## src/rtl/uart_cmd_ctrl.sv

```systemverilog
// -----------------------------------------------------------------------------
// uart_cmd_ctrl
//
// Sits between the UART byte receiver and the MP3 player control logic.
// It collects 4-byte command frames (header, command, argument, checksum)
// and checks each one. Every good command is offered to the player over a
// valid/ready handshake. The block also applies an inter-byte timeout and
// keeps a saturating count of malformed, timed-out and dropped frames.
//
// Optional feature:
//   UART_CMD_CHKSUM_EN  When defined, the checksum byte is compared with
//                       (cmd + arg) mod 256, and a mismatch is an error.
//                       When undefined, the checksum byte is still consumed
//                       but never compared.
//
// Parameters:
//   TIMEOUT_CYC  maximum CLK cycles allowed between bytes inside a frame
//   HDR          frame header byte
//
// Ports:
//   CLK        in   1  system clock
//   RST        in   1  asynchronous, active-high reset
//   RX_DATA    in   8  received byte, qualified by RX_VALID
//   RX_VALID   in   1  one-cycle strobe per received byte
//   CMD        out  4  command code, stable while CMD_VALID is high
//   ARG        out  8  command argument, stable while CMD_VALID is high
//   CMD_VALID  out  1  a command is being offered
//   CMD_READY  in   1  the consumer accepts the command
//   BUSY       out  1  high whenever the parser is not idle
//   ERR_CNT    out  8  saturating error counter
//
// Handshake: CMD_VALID is high for the whole OUT state, and CMD/ARG do not
// change while it is high. A transfer happens in any cycle where CMD_VALID
// and CMD_READY are both high. CMD_VALID drops in the next cycle. CMD_VALID
// never depends on CMD_READY inside the same cycle.
// -----------------------------------------------------------------------------
module uart_cmd_ctrl #(
    parameter int          TIMEOUT_CYC = 208340,
    parameter logic [7:0]  HDR         = 8'hAA
) (
    input  logic       CLK,
    input  logic       RST,
    input  logic [7:0] RX_DATA,
    input  logic       RX_VALID,
    output logic [3:0] CMD,
    output logic [7:0] ARG,
    output logic       CMD_VALID,
    input  logic       CMD_READY,
    output logic       BUSY,
    output logic [7:0] ERR_CNT
);

    localparam int            TW       = $clog2(TIMEOUT_CYC) + 1;
    localparam logic [TW-1:0] TMO_LAST = TW'(TIMEOUT_CYC - 1);

    typedef enum logic [2:0] {
        IDLE    = 3'd0,
        GET_CMD = 3'd1,
        GET_ARG = 3'd2,
        GET_SUM = 3'd3,
        OUT     = 3'd4
    } state_t;

    state_t        state;
    state_t        next_state;
    logic [3:0]    cmd_lat;
    logic [7:0]    arg_lat;
    logic [TW-1:0] tmo_cnt;
    logic          in_frame;
    logic          timeout;
    logic          sum_ok;
    logic          err_evt;
    logic          ld_cmd;
    logic          ld_arg;
    logic          ld_out;

    assign in_frame = (state == GET_CMD) || (state == GET_ARG) || (state == GET_SUM);

    // The counter is cleared on the edge that samples a strobe, so it reads
    // k-1 in the k-th cycle after that strobe. Reaching TMO_LAST therefore
    // marks the cycle that lies exactly TIMEOUT_CYC cycles after the last byte.
    // A byte that arrives in that same cycle still wins.
    assign timeout = in_frame && !RX_VALID && (tmo_cnt == TMO_LAST);

`ifdef UART_CMD_CHKSUM_EN
    logic [7:0] chk_sum;
    // The sum is 8 bits wide, so the carry is dropped.
    assign chk_sum = {4'h0, cmd_lat} + arg_lat;
    assign sum_ok  = (RX_DATA == chk_sum);
`else
    assign sum_ok  = 1'b1;
`endif

    assign BUSY      = (state != IDLE);
    assign CMD_VALID = (state == OUT);

    always_ff @(posedge CLK or posedge RST) begin
        if (RST) begin
            state <= IDLE;
        end else begin
            state <= next_state;
        end
    end

    always_comb begin
        next_state = state;
        err_evt    = 1'b0;
        ld_cmd     = 1'b0;
        ld_arg     = 1'b0;
        ld_out     = 1'b0;
        case (state)
            IDLE: begin
                // Non-header bytes between frames are ignored, not counted.
                if (RX_VALID && (RX_DATA == HDR)) begin
                    next_state = GET_CMD;
                end
            end
            GET_CMD: begin
                // A repeated header lands here as a command byte and is rejected.
                // The parser does not try to resynchronise mid-frame.
                if (RX_VALID) begin
                    if (RX_DATA > 8'h0F) begin
                        err_evt    = 1'b1;
                        next_state = IDLE;
                    end else begin
                        ld_cmd     = 1'b1;
                        next_state = GET_ARG;
                    end
                end else if (timeout) begin
                    err_evt    = 1'b1;
                    next_state = IDLE;
                end
            end
            GET_ARG: begin
                if (RX_VALID) begin
                    ld_arg     = 1'b1;
                    next_state = GET_SUM;
                end else if (timeout) begin
                    err_evt    = 1'b1;
                    next_state = IDLE;
                end
            end
            GET_SUM: begin
                if (RX_VALID) begin
                    if (sum_ok) begin
                        ld_out     = 1'b1;
                        next_state = OUT;
                    end else begin
                        err_evt    = 1'b1;
                        next_state = IDLE;
                    end
                end else if (timeout) begin
                    err_evt    = 1'b1;
                    next_state = IDLE;
                end
            end
            OUT: begin
                // Bytes that arrive while a command is pending are overruns.
                if (RX_VALID) begin
                    err_evt = 1'b1;
                end
                if (CMD_READY) begin
                    next_state = IDLE;
                end
            end
            default: begin
                next_state = IDLE;
            end
        endcase
    end

    always_ff @(posedge CLK or posedge RST) begin
        if (RST) begin
            tmo_cnt <= '0;
        end else if (!in_frame || RX_VALID || timeout) begin
            tmo_cnt <= '0;
        end else begin
            tmo_cnt <= tmo_cnt + TW'(1);
        end
    end

    always_ff @(posedge CLK or posedge RST) begin
        if (RST) begin
            cmd_lat <= 4'h0;
            arg_lat <= 8'h00;
            CMD     <= 4'h0;
            ARG     <= 8'h00;
        end else begin
            if (ld_cmd) begin
                cmd_lat <= RX_DATA[3:0];
            end
            if (ld_arg) begin
                arg_lat <= RX_DATA;
            end
            if (ld_out) begin
                CMD <= cmd_lat;
                ARG <= arg_lat;
            end
        end
    end

    always_ff @(posedge CLK or posedge RST) begin
        if (RST) begin
            ERR_CNT <= 8'h00;
        end else if (err_evt && (ERR_CNT != 8'hFF)) begin
            ERR_CNT <= ERR_CNT + 8'h01;
        end
    end

endmodule

```

## config.mk

```make
export PLATFORM = sky130hd
export DESIGN_NAME = uart_cmd_ctrl
export DESIGN_NICKNAME = d
export VERILOG_FILES = /design/src/rtl/uart_cmd_ctrl.sv
export SDC_FILE = /design/constraint.sdc
export NUM_CORES = 1
export LEC_CHECK = 0
export ABC_AREA = 1
export CAP_MARGIN = 40
export CORE_UTILIZATION = 45
export CTS_CLUSTER_SIZE = 25
export DETAILED_ROUTE_END_ITERATION = 10
export GPL_TIMING_DRIVEN = 0
export PLACE_DENSITY = 0.7
export SLEW_MARGIN = 10
export SYNTH_ARGS = -nofsm -noshare
export SYNTH_HDL_FRONTEND = slang
export SYNTH_SLANG_ARGS = --single-unit
```

## constraint.sdc

```tcl
create_clock -name CLK -period 1.99 [get_ports CLK]
set_clock_uncertainty 0.1 [all_clocks]
set_input_delay 0.4975 -clock CLK [delete_from_list [all_inputs] [get_ports CLK]]
set_output_delay 0.4975 -clock CLK [all_outputs]
set_load 0.01 [all_outputs]
```

==> Word-level counts from Yosys, hierarchy flattened <==
Index checks and enable logic that the tools add are counted.
W data, S select, Z words.
{ "classes": {"add_sub_neg": 2, "n_lt_le_gt_ge": 1, "n_eq_ne": 9, "muxes": 20, "reduce_logical": 14} }
{ "ops": {"columns": ["cell", "count"], "rows": [
  ["$add A19 B1 Y19 const B", 1],
  ["$eq A19 B18 Y1 const B", 1],
  ["$mux W19", 1],
  ["$mux W3", 6],
  ["$pmux W3 S5", 1],
  ["$mux W1", 10],
  ["$add A8 B1 Y8 const B", 1],
  ["$eq A8 B8 Y1 const B", 1],
  ["$gt A8 B4 Y1 const B", 1],
  ["$ne A8 B8 Y1 const B", 1],
  ["$eq A3 B2 Y1 const B", 2],
  ["$logic_and A1 B1 Y1", 4],
  ["$logic_or A1 B1 Y1", 4],
  ["$eq A3 B1 Y1 const B", 1],
  ["$eq A3 B3 Y1 const B", 1],
  ["$logic_not A3 Y1", 1],
  ["$pmux W1 S3", 1],
  ["$reduce_bool A3 Y1", 1],
  ["$logic_not A1 Y1", 2],
  ["$mux W2", 1],
  ["$ne A2 B1 Y1 const B", 1],
  ["$ne A2 B2 Y1 const B", 1],
  ["$reduce_and A2 Y1", 1],
  ["$reduce_or A2 Y1", 1]
]} }
{ "totals": {"regBits": 54, "output_inout_bits": 22, "elab_cells": 53} }

==> Depth between registers and ports, before layout <==
Gate-level depths: netlist (run 1).
{ "logic_depth": {"ltp_word": 9, "depth_mapped": 13, "mapped_depth_nobuf": 12} }

==> Worst setup path before layout (run 1) <==
No wires, ideal clock.
{ "synth_path": {"path_type": "register to register", "startpoint": "reg tmo_cnt[0]", "endpoint": "reg ERR_CNT[5]", "setup_time_ns": 0.117, "arrival_ns": 1.463, "required_time_ns": 1.773, "path_slack_ns": 0.311, "stages_incl_launch_ff": 14, "period_less_slack_ns": 1.679, "path_cell_list": "dfrtp_1 > ha_1 > inv_1 > nor2_1 > nand2_1 > nor2_2 > nand3_2 > nand2_2 > nand2_1 > nand2_2 > buf_6 > nand2_1 > nand2_1 > nand2_1"} }
{ "synth_between": {"elab_chain_cells": 6, "elab_cells_between_ends": 7} }
{ "synth_lines": {"columns": ["item", "line", "text"], "rows": [
  ["start, declared", "68", "logic [TW-1:0] tmo_cnt;"],
  ["start signal, assigned", "178", "tmo_cnt <= tmo_cnt + TW'(1);"],
  ["$eq A19 B18 Y1 (*)", "83", "assign timeout = in_frame && !RX_VALID && (tmo_cnt == TMO_LAST);"],
  ["$logic_and A1 B1 Y1 (*)", "83", null],
  ["$mux W1 (*)", "129, 138, 152", null],
  ["$mux W1 (on tied branches)", "144, 121", null],
  ["$pmux W1 S3 (*)", "111", "case (state)"],
  ["$logic_and A1 B1 Y1 (*)", "205", "end else if (err_evt && (ERR_CNT != 8'hFF)) begin"],
  ["end signal, assigned", "206", "ERR_CNT <= ERR_CNT + 8'h01;"],
  ["end, declared", "50", "output logic [7:0] ERR_CNT"]
]} }
Mark *: on every way between the ends. The rest lies on a longest branch, timed or not.
A chain may end at the register's enable or synchronous reset.

==> Worst setup path after layout (run 1) <==
{ "layout_path": {"startpoint": "reg ERR_CNT[2]", "endpoint": "out ERR_CNT[2]"} }
No word-level cell between the ends.

==> reports/qor.txt, run 1 <==
outcome -> completed
DRC violations left -> 0
global-route wire length before repair -> 9240 um
crit path max-delay cell type -> clkdlybuf4s50_1
worst flop-to-flop path startpoint -> tmo_cnt[0]
Async S/R FF share, synth -> 100%
routed length per placed instance -> 12.6 um
Worst path depth -> 1
antenna-violating nets left -> 0
Slew headroom -> 73.4%
unrepaired setup endpoints after global routing -> false
Seq/Total Area, Yosys -> 51.0%
Worst Max-Slew Pin Slew -> 0.399 ns
HPWL Detailed -> 3900 um
TritonCTS Buffers -> 5
Die Y -> 78.7 um
Final setup viols -> 0
largest family of logic cells by synthesized area -> simple AND/OR/NAND/NOR gates
kind of critical path -> register to output port
Area growth syn-to-layout -> 22.9%
placed cell area -> 3090 um2
Slew Limit Fails -> 0
#FFs+latches synth -> 54
Worst Hold Class -> primary input to async pin
Final Hold Vio Count -> 0
area of the multi-input gates -> 1180 um2
# Max-Cap Violations -> 0
final core occ -> 58.4%
CTS H-tree lvls -> 2
vias in the first global route -> 2075
crit path cell chain -> clkdlybuf4s50_1
Post-Syn Instances -> 302
largest area contributor in the netlist -> dfrtp_1
Die Area -> 6190 um2
post-synth design cell area -> 2650 um2
syn_area_per_cell -> 8.77 um2
storage element area -> 1350 um2
share of cells above drive strength 1 -> 16.1%
Port Buffers -> 33
Simple-Gate Fraction of Synth Area -> 30.9%
Worst EP arrival -> 1.31 ns
crit end category -> output port
Final min period -> 1.90 ns
synthesized-area fraction occupied by adder cells -> 0.945%
Synth area leaders -> dfrtp_1, nand2_1, nor2_1
Synth Area in XOR/XNOR -> 3.64%
CTS Sinks -> 54
r2r worst-path depth -> 9
clock-pin transition on the worst setup and hold timing paths -> 0.10 ns
Top Family by Delay on Critical Path -> buffers and inverters
antenna fix cells -> 0
global route overflow -> 0
Rows -> 27
syn nets -> 316
static leakage -> 1.45 nW
share of the synthesized area in the top cell type -> 51.0%
Compound-Gate Fraction of Synth Area -> 4.44%
synth cell count leaders -> nand2_1, dfrtp_1, nor2_1, inv_1, nand3_1
Worst VDD drop -> 0.000555 V
initial antenna violation count -> 0
nets@finish -> 361
Worst path max stage delay -> 0.56 ns
Max Buffers Root-to-Sink -> 2
CP Buf/Inv Count -> 1
post-synthesis cell type count -> 29
IO Count -> 34
mux contribution to synthesized area -> 3.83%
CTS tree -> done
final wirelength -> 5310 um
Critical Path RT -> 1.39 ns
die span in x -> 78.7 um
Tot GR Track Use -> 19.1%
# fillers -> 498
final RePlAce weighted congestion -> 0.851
placeable core area -> 5570 um2
main flop type after synthesis -> dfrtp_1
Fmax -> 525 MHz
clk_lat worst skew -> 0.31 ns
P per Cell Area -> 887 nW/um2
Post-synth EDFFs -> 0
Vias/cell -> 5.00
R2R Setup Slk -> 0.15 ns
period utilization -> 95.7%
final instance area -> 3250 um2
total vias in the final route -> 2099
count leader, synth -> nand2_1
Worst Setup SP -> ERR_CNT[2]
Yosys Warn Count -> 0
initial core utilization -> 47.5%
crit start category -> register
RR Endpoint -> tmo_cnt[8]
1st-pass router iterations -> 4
largest net degree at the start of global routing -> 40
end of the critical path -> ERR_CNT[2]
CP max FO -> 5
CTS root buf -> clkbuf_8
DRT iter0 DRCs -> 86
==> power by group <==
group | internal (mW) | leakage [nW] | switching [mW] | total [mW]
registers | 1.27 | 0.731 | 0.107 | 1.38
clock network | 0.384 | 0.0563 | 0.382 | 0.765
logic | 0.357 | 0.666 | 0.386 | 0.743
total | 2.01 | 1.45 | 0.874 | 2.89
==> kinds of logic (layout without fill, tap and decap cells) <==
group	count (synthesis)	count (layout)
AOI/OAI and AO/OA	23	23
xor gates and xnor gates	11	11
adders and majority gates	2	2
buffers and inverters	34	80
DFF	54	54
muxes	9	9
and+or+nand+nor	169	169
==> cell type report <==
class / instances / share of cell area (%)
sequential: 54 / 41.5
multi-input combinational: 214 / 36.3
timing repair buffer: 38 / 11.6
inverter: 30 / 3.46
tap: 72 / 2.77
clock buffer: 5 / 2.11
clock inverter: 3 / 1.50
buffer: 4 / 0.769
==> sequential cells by signal, summed over array words and instances, names as in the netlist <==
signal	cells
arg_lat	8
ERR_CNT	8
state	3
cmd_lat	4
ARG	8
tmo_cnt	19
CMD	4
==> per-stage QoR <==
stage | setup slack (ns) | std cells | hold slack, ns | power (mW) | TNS [ns]
2_1_floorplan | 0.0779 | 302 | 0.349 | 1.79 | 0
3_3_place_gp | -0.926 | 407 | 0.361 | 2.08 | -53.44
3_5_place_dp | -0.217 | 408 | 0.375 | 2.11 | -4.26
4_1_cts | 0.0448 | 418 | 0.373 | 2.88 | 0
5_1_grt | 0.00353 | 420 | 0.394 | 3.06 | 0
6_report | 0.0854 | 420 | 0.363 | 2.89 | 0
==> repair_timing <==
action | 4_1_cts | 5_1_grt
endpoints found under the setup margin | 2 | 23
gates resized for setup | 2 | 10
buffers inserted | 2 | 2
hold buffers | 0 | 0
pin swaps | 1 | 1
==> cells in the final DEF, fill, tap and decap left out, types with 5 or more instances in the layout <==
cell type	synthesis	routed
nor2_2	7	7
clkdlybuf4s50_1	0	30
nand3_1	16	16
mux2_2	9	9
clkbuf_8	0	5
inv_1	28	26
dfrtp_1	54	54
nand4_1	9	9
nor2_1	34	33
nand2_1	66	66
o21ai_0	13	13
a21oi_1	9	9
nand2_2	5	5
nor3_1	14	13
xor2_1	7	7
==> routing by layer <==
layer | wire length, um | track usage (%)
met3 | 237 | 4.83
met1 | 2590 | 24.8
met4 | 58 | 5.00
met5 | 0 | 0
met2 | 2420 | 31.7
==> worst min-delay path by stage <==
stage | startpoint | endpoint | cells after the start | slack, ns
global route | RST | tmo_cnt[13] | 2 | 0.39
CTS | RST | tmo_cnt[13] | 2 | 0.37
global placement | arg_lat[0] | arg_lat[0] | 2 | 0.36
floorplan | arg_lat[0] | arg_lat[0] | 2 | 0.35
finish | RST | tmo_cnt[13] | 2 | 0.36
detailed placement | cmd_lat[0] | cmd_lat[0] | 2 | 0.37
Power figures use the tool's default switching activity.
==> run 2, diff against run 1 <==
PLACE_DENSITY = 0.74   (was 0.7)
==> reports/qor.txt, run 2 (same netlist as run 1, synthesis figures left out) <==
outcome -> completed
CTS Sinks -> 54 (unchanged)
Worst path max stage delay -> 0.56 ns (about the same)
crit path cell chain -> clkdlybuf4s50_1
Final Hold Vio Count -> 0 (unchanged)
clk_lat worst skew -> 0.31 ns (about the same)
clock-pin transition on the worst setup and hold timing paths -> 0.10 ns (about the same)
initial antenna violation count -> 0 (unchanged)
storage element area -> 1350 um2 (about the same)
# fillers -> 521 (+4.6%)
worst flop-to-flop path startpoint -> tmo_cnt[0]
final wirelength -> 5420 um (+2.1%)
end of the critical path -> ERR_CNT[6]
Most flops, register -> tmo_cnt
Final min period -> 1.91 ns (+0.00449 ns)
met3 Use GR -> 4.25% (-0.57 points)
share of cells above drive strength 1 -> 16.9% (+0.77 points)
Port Buffers -> 33 (unchanged)
DRC violations left -> 0 (unchanged)
# Max-Cap Violations -> 0 (unchanged)
hold buffers post-CTS -> 0 (unchanged)
placeable core area -> 5570 um2 (unchanged)
static leakage -> 1.47 nW (+1.3%)
Die Area -> 6190 um2 (unchanged)
P per Cell Area -> 889 nW/um2 (+0.21%)
CTS tree -> done
crit start category -> register
largest net degree at the start of global routing -> 35 (-13%)
final core occ -> 58.6% (+0.25 points)
crit path max-delay cell type -> clkdlybuf4s50_1
Area growth syn-to-layout -> 23.4%
Worst EP arrival -> 1.31 ns (about the same)
met2 usage -> 31.7% (-0.087 points)
commonest non-fill, non-tap cell in the layout -> nand2_1
Top Family by Delay on Critical Path -> buffers and inverters
total vias in the final route -> 2169 (+3.3%)
Worst Hold Class -> register to register
global-route wire length before repair -> 9290 um (+0.52%)
r2r worst-path depth -> 13 (+4)
GRT Max-Usage Layer -> met2
area of the multi-input gates -> 1180 um2 (-0.32%)
Vias/cell -> 5.14 (+2.8%)
period utilization -> 95.9% (+0.23 points)
IO Count -> 34 (unchanged)
Slew headroom -> 69.1% (-4.3 points)
CP max FO -> 5 (unchanged)
Critical Path RT -> 1.39 ns (about the same)
Fmax -> 524 MHz (-0.24%)
1st-pass router iterations -> 4 (unchanged)
most frequent cells in the layout -> nand2_1, dfrtp_1, nor2_1
placed cell area -> 3090 um2 (unchanged)
HPWL Detailed -> 3890 um (-0.14%)
CP Buf/Inv Count -> 1 (unchanged)
GR Layer Usage met1 -> 25.0% (+0.23 points)
R2R Setup Slk -> 0.22 ns (+0.07 ns)
Die Y -> 78.7 um (unchanged)
Slew Limit Fails -> 0 (unchanged)
final instance area -> 3270 um2 (+0.42%)
Final setup viols -> 0 (unchanged)
unrepaired setup endpoints after global routing -> false
Rows -> 27 (unchanged)
routed length per placed instance -> 12.8 um (+1.6%)
antenna-violating nets left -> 0 (unchanged)
vias in the first global route -> 2037 (-1.8%)
DRT iter0 DRCs -> 76 (-12%)
final RePlAce weighted congestion -> 0.889 (+4.5%)
RR Endpoint -> ERR_CNT[5]
nets@finish -> 363 (+0.55%)
max FFs per register -> 19 (unchanged)
hold slack -> 0.392 ns (+0.0297 ns)
Tot GR Track Use -> 19.1% (about the same)
initial core utilization -> 47.5% (unchanged)
CTS root buf -> clkbuf_8
die span in x -> 78.7 um (unchanged)
Worst path depth -> 1 (unchanged)
CTS H-tree lvls -> 2 (unchanged)
Worst Max-Slew Pin Slew -> 0.463 ns (+0.0644 ns)
kind of critical path -> register to output port
Worst Setup SP -> ERR_CNT[6]
TritonCTS Buffers -> 5 (unchanged)
crit end category -> output port
Worst VDD drop -> 0.000596 V (+7.4%)
Max Buffers Root-to-Sink -> 2 (unchanged)
antenna fix cells -> 0 (unchanged)
global route overflow -> 0 (unchanged)
## run 2: worst reg2reg max path, cell delays in order (launching register included)
cell     delay [ns]
dfrtp_1        0.43
ha_4           0.18
inv_1          0.04
nor2_1         0.07
nand2_1        0.07
nor2_2         0.13
nand3_2        0.11
nand2_2        0.08
nand2_1        0.07
nand2_2        0.09
buf_6          0.13
nand2_1        0.05
nand2_1        0.06
nand2_1        0.04
## run 2: worst min path at each step
| stage | cells after the start | startpoint | end | slack (ns) |
|---|---|---|---|---|
| finish | 2 | cmd_lat[2] | cmd_lat[2] | 0.39 |
| global route | 2 | cmd_lat[2] | cmd_lat[2] | 0.43 |
| global placement | 2 | cmd_lat[2] | cmd_lat[2] | 0.36 |
| detailed placement | 2 | cmd_lat[2] | cmd_lat[2] | 0.37 |
| CTS | 2 | cmd_lat[2] | cmd_lat[2] | 0.40 |
| floorplan | 2 | arg_lat[0] | arg_lat[0] | 0.35 |
## run 2: cell type report
type / instances / share of cell area (%)
Buffer: 4 / 0.842
Clock buffer: 6 / 2.53
Clock inverter: 2 / 1.19
Inverter: 30 / 3.45
Multi-Input combinational cell: 214 / 36.0
Sequential cell: 54 / 41.4
Tap cell: 72 / 2.76
Timing Repair Buffer: 40 / 11.9
## run 2: power breakdown
| group | switching [mW] | internal (mW) | leakage [nW] |
|---|---|---|---|
| registers | 0.111 | 1.27 | 0.730 |
| logic | 0.381 | 0.360 | 0.681 |
| clock network | 0.365 | 0.414 | 0.0618 |
## run 2: what timing repair did
| action | in CTS | in global routing |
|---|---|---|
| pin swaps | 1 | 1 |
| gates cloned | 0 | 0 |
| setup buffers | 2 | 4 |
| endpoints found under the hold margin | 0 | 0 |
| resized for setup | 2 | 12 |
| endpoints found under the setup margin | 2 | 22 |
## run 2: per-stage QoR
step	cells	worst slack, ns	setup TNS [ns]	power, mW
4_1_cts	418	0.0565	0	2.90
5_1_grt	422	0.00474	0	3.09
2_1_floorplan	302	0.0779	0	1.79
3_3_place_gp	407	-0.917	-52.21	2.07
3_5_place_dp	408	-0.211	-3.93	2.10
6_report	422	0.0809	0	2.91
## run 2: per-layer routing
layer,vias to the layer above,wire [um]
met1,1040,2550
met4,0,44
li1,1076,-
met5,-,0
met3,7,234
met2,46,2590
